==> config.mk <==
export PLATFORM = sky130hd
export DESIGN_NAME = dnn_argmax_fix6
export DESIGN_NICKNAME = d
export VERILOG_FILES = /design/src/rtl/dnn_argmax_fix6.sv
export SDC_FILE = /design/constraint.sdc
export NUM_CORES = 1
export LEC_CHECK = 0
export BUFFER_PORTS_ARGS = -buffer_cell sky130_fd_sc_hd__buf_2
export CORE_UTILIZATION = 53
export CTS_CLUSTER_SIZE = 25
export DETAILED_ROUTE_END_ITERATION = 10
export PLACE_DENSITY = 0.77
export SLEW_MARGIN = 20
export SYNTH_ARGS = -nofsm -noshare
export SYNTH_HDL_FRONTEND = slang
export SYNTH_SLANG_ARGS = --single-unit
==> constraint.sdc <==
create_clock -name clk -period 3.1 [get_ports clk]
set_input_delay 0.465 -clock clk [delete_from_list [all_inputs] [get_ports clk]]
set_output_delay 0.465 -clock clk [all_outputs]
set_load 0.02 [all_outputs]
==> src/rtl/dnn_argmax_fix6.sv <==
// dnn_argmax_fix6: sequential argmax over NUM_CLASSES signed scores.
// Optional statistics (label check, counters) under DNN_ARGMAX_STATS_EN.
module dnn_argmax_fix6 #(
   parameter int DATA_WIDTH  = 6,
   parameter int NUM_CLASSES = 10,
   parameter int CNT_WIDTH   = 16
) (
   input  logic                         clk,
   input  logic                         rst,
   input  logic                         in_valid,
   input  logic signed [DATA_WIDTH-1:0] in_data [NUM_CLASSES],
   input  logic [3:0]                   label,
   output logic                         busy,
   output logic                         out_valid,
   input  logic                         out_ready,
   output logic [3:0]                   class_idx,
   output logic signed [DATA_WIDTH-1:0] class_val,
   output logic                         correct,
   input  logic                         clr_stats,
   output logic [CNT_WIDTH-1:0]         total_cnt,
   output logic [CNT_WIDTH-1:0]         correct_cnt
);

   localparam int IW = $clog2(NUM_CLASSES + 1);

   typedef enum logic [1:0] {
      IDLE = 2'd0,
      SCAN = 2'd1,
      HOLD = 2'd2
   } state_t;

   state_t                      state;
   state_t                      state_nx;
   logic                        vld_q;
   logic                        cap;
   logic                        hs;
   logic                        scan_end;
   logic [IW-1:0]               idx;
   logic signed [DATA_WIDTH-1:0] lat [NUM_CLASSES];
   logic signed [DATA_WIDTH-1:0] best;
   logic [3:0]                  best_idx;

   // idx reaching NUM_CLASSES is the commit cycle that
   // publishes the winner into the output registers
   assign cap      = in_valid & ~vld_q;
   assign hs       = (state == HOLD) & out_ready;
   assign scan_end = (idx == IW'(NUM_CLASSES));

   // state register
   always_ff @(posedge clk or negedge rst) begin
      if (!rst) begin
         state <= IDLE;
      end else begin
         state <= state_nx;
      end
   end

   // next-state decode
   always_comb begin
      state_nx = state;
      unique case (state)
         IDLE: if (cap) state_nx = SCAN;
         SCAN: if (scan_end) state_nx = HOLD;
         HOLD: if (out_ready) state_nx = IDLE;
         default: state_nx = IDLE;
      endcase
   end

   // status outputs decoded from state
   always_comb begin
      busy      = (state != IDLE);
      out_valid = (state == HOLD);
   end

   // edge history, capture, serial compare and result registers
   always_ff @(posedge clk or negedge rst) begin
      if (!rst) begin
         vld_q     <= 1'b0;
         idx       <= '0;
         best      <= '0;
         best_idx  <= '0;
         class_idx <= '0;
         class_val <= '0;
         for (int i = 0; i < NUM_CLASSES; i++) begin
            lat[i] <= '0;
         end
      end else begin
         vld_q <= in_valid;
         if (state == IDLE && cap) begin
            lat      <= in_data;
            best     <= in_data[0];
            best_idx <= '0;
            idx      <= IW'(1);
         end else if (state == SCAN) begin
            if (!scan_end) begin
               if (lat[idx] > best) begin
                  best     <= lat[idx];
                  best_idx <= 4'(idx);
               end
               idx <= idx + IW'(1);
            end else begin
               class_idx <= best_idx;
               class_val <= best;
            end
         end
      end
   end

`ifdef DNN_ARGMAX_STATS_EN
   logic [3:0] label_q;
   logic       correct_q;

   assign correct = out_valid & correct_q;

   // label capture and correctness flag at commit
   always_ff @(posedge clk or negedge rst) begin
      if (!rst) begin
         label_q   <= '0;
         correct_q <= 1'b0;
      end else begin
         if (state == IDLE && cap) begin
            label_q <= label;
         end
         if (state == SCAN && scan_end) begin
            correct_q <= (best_idx == label_q);
         end
      end
   end

   // saturating counters; clear overrides a same-cycle accept
   always_ff @(posedge clk or negedge rst) begin
      if (!rst) begin
         total_cnt   <= '0;
         correct_cnt <= '0;
      end else if (clr_stats) begin
         total_cnt   <= '0;
         correct_cnt <= '0;
      end else if (hs) begin
         if (total_cnt != '1) begin
            total_cnt <= total_cnt + 1'b1;
         end
         if (correct && correct_cnt != '1) begin
            correct_cnt <= correct_cnt + 1'b1;
         end
      end
   end
`else
   logic stats_unused;

   assign stats_unused = ^{label, clr_stats, hs};
   assign correct      = 1'b0;
   assign total_cnt    = '0;
   assign correct_cnt  = '0;
`endif

endmodule

==> impl_metrics.json <==
{
  "status": "completed",
  "layout.nets": 609,
  "grt_pass1_vias": 3195,
  "holdWs_ns": 0.132,
  "pwr_density_cell_nw_per_um2": 1130,
  "cts_inserted_buffers": 9,
  "ctsHoldBuffers": 0,
  "wl_per_cell_um": 14.2,
  "cp.required_ns": 3.35,
  "final_common_cell": "nand2_1",
  "io_buffers": 75,
  "synth_area_leaders": "dfrtp_1, nand2_1, buf_4",
  "cts_setup_buffers": 0,
  "synth_area_per_cell_um2": 9.43,
  "post-route-period-util_pct": 95.7,
  "drc": 0,
  "peakVddDrop_v": 0.000480,
  "yosysWarnings": 0,
  "leakage_nw": 2.66,
  "overflow": 0,
  "fp.dieH_um": 92.5,
  "fmax_mhz": 337,
  "rr_startpoint": "idx[0]",
  "end_kind": "register",
  "cp.arrival_ns": 3.21,
  "clock-root-buffer": "clkbuf_8",
  "cts_tree": "built",
  "slowest_stage": "mux4_1",
  "initial_core_util_pct": 55.6,
  "critPathLaunch": "idx[0]",
  "grt_pass1_wl_um": 15100,
  "fin_area_um2": 4920,
  "fp.coreArea_um2": 7810,
  "cts_sinks": 87,
  "yosys.area.top_type_share_pct": 50.2,
  "yosys.area.top_type": "dfrtp_1",
  "place.gp.congestion": 0.758,
  "final_max_slew_viol_count": 0,
  "setup_viol": 0,
  "antenna_found_initial": 0,
  "reg2reg_to": "best[3]",
  "drive_gt1_share_pct": 23.6,
  "final_cell_mix": "nand2_1, dfrtp_1, buf_2",
  "num_vias": 3220,
  "slew-limit-headroom_pct": 39.9,
  "worst_pin_slew_ns": 0.901,
  "grt_util_all_layers_pct": 22.9,
  "clock_skew_ns": 0.0117,
  "die-area_um2": 8550,
  "drt_iter0_markers": 209,
  "syn_to_final_growth_pct": 13.4,
  "worstPathMaxFanout": 10,
  "start_kind": "register",
  "synth-seq-area-share_pct": 50.2,
  "path_cells": "mux4_1 -> o22ai_1 -> o32a_1 -> inv_1 -> ha_1 -> nand4_1 -> nor2_1 -> nor3_2 -> and2_2 -> a221oi_1",
  "synth_cell_types": 36,
  "htree_levels": 3,
  "drv_cap": 0,
  "post-route-util_pct": 63.0,
  "diodes": 0,
  "ant_nets": 0,
  "clk_pin_slew_ns": 0.08,
  "final-hold-violation-count": 0,
  "place_area_um2": 4660,
  "max_stage_delay_ns": 0.62,
  "ys_seq_elements": 87,
  "clockBufferDepth": 2,
  "r2r_slack_ns": 0.13,
  "syn_area_um2": 4340,
  "wl_um": 9080,
  "rows": 32,
  "ios": 114,
  "grt_max_degree": 88,
  "min_period_ns": 2.97,
  "hold_path_class": "in -> async",
  "synth_cells": 460,
  "hpwl_um": 6280,
  "worstSetupPathType": "reg -> reg",
  "drt_pre_antenna_iters": 5,
  "r2r_cells": 10,
  "die_x_um": 92.5,
  "fillCellCount": 690,
  "vias_per_cell": 5.04,
  "clk_latency_ns": 0.35
}
## cells by family (layout without fill, tap and decap cells)
group | after synthesis | in the layout | share of synthesized area [%]
muxes | 28 | 28 | 9.09
adders and majority gates | 8 | 8 | 2.31
DFF | 87 | 87 | 50.2
xor gates and xnor gates | 3 | 3 | 0.606
buffers and inverters | 73 | 118 | 10.6
AOI/OAI and AO/OA | 34 | 34 | 5.94
and+or+nand+nor | 226 | 226 | 21.2
other | 1 | 33 | 0.0864
## synth_stat cells
cell type	n
a211oi_1	6
a21o_1	1
a21oi_1	4
a221oi_1	5
a221oi_2	1
and2_1	1
buf_12	1
buf_2	18
buf_4	33
buf_6	3
clkbuf_1	3
conb_1	1
dfrtp_1	87
ha_1	8
inv_1	15
mux2_2	16
mux2i_1	6
mux4_1	5
mux4_2	1
nand2_1	189
nand2b_1	1
nand3_1	5
nand3b_1	1
nand4_1	2
nor2_1	11
nor2b_1	10
nor3_2	1
nor3b_1	2
o21ai_0	4
o221ai_1	1
o22ai_1	6
o32a_1	6
or2_2	1
or3b_1	2
xnor2_1	1
xor2_1	2
## per-layer routing
| layer | GRT usage [%] | part of all wire (%) |
|---|---|---|
| met5 | 0 | 0 |
| met4 | 8.85 | 1.6 |
| met3 | 2.79 | 3.8 |
| met2 | 37.0 | 48 |
| met1 | 31.7 | 47 |
## power by group
part           switching [mW]  total [mW]  internal (mW)
clock network           0.380       0.939          0.559
registers               0.318        2.02           1.71
logic                    1.44        2.59           1.15
total                    2.13        5.55           3.42
## layout make-up
| class | count | area, um^2 | area share [%] |
|---|---|---|---|
| sequential | 87 | 2180 | 44.3 |
| tap | 102 | 128 | 2.59 |
| multi-input combinational | 332 | 1850 | 37.5 |
| inverter | 15 | 56.3 | 1.14 |
| clock buffer | 13 | 149 | 3.03 |
| timing repair buffer | 87 | 472 | 9.59 |
| clock inverter | 3 | 90.1 | 1.83 |
## registers in the layout, indices dropped and copies added (netlist names)
name / count
class_idx: 4
lat: 60
vld_q: 1
idx: 4
best: 6
class_val: 6
best_idx: 4
state: 2
## worst max-delay path: cells and delay by family (launching register included)
kind                     cells  cell delay, ns
AO/OA/AOI/OAI                3            0.76
adder cells (fa/ha/maj)      1            0.28
buffers and inverters        1            0.07
flip-flops                   1            0.48
multiplexers                 1            0.62
AND/OR/NAND/NOR              4            0.64
## worst max-delay path by stage
stage / end / slack (ns) / depth (start not counted)
floorplan: best[0] / 0.34 / 12
global placement: best[2] / 0.09 / 10
detailed placement: best[2] / 0.03 / 10
CTS: best[2] / 0.06 / 10
global route: best[1] / -0.02 / 11
finish: best[3] / 0.13 / 10
## through the flow
| step | instances | total power [mW] | TNS (ns) | setup slack [ns] |
|---|---|---|---|---|
| global placement | 623 | 4.42 | 0 | 0.0883 |
| global route | 639 | 5.96 | -0.0337 | -0.0185 |
| finish | 639 | 5.55 | 0 | 0.135 |
| detailed placement | 623 | 4.51 | 0 | 0.0267 |
| CTS | 639 | 5.48 | 0 | 0.0634 |
| floorplan | 492 | 3.86 | 0 | 0.344 |
## what timing repair did
action / 4_1_cts / 5_1_grt
gates cloned: 0 / 0
resized for setup: 1 / 4
endpoints found under the hold margin: 0 / 0
setup endpoints to repair: 2 / 10
Power figures use the tool's default switching activity.
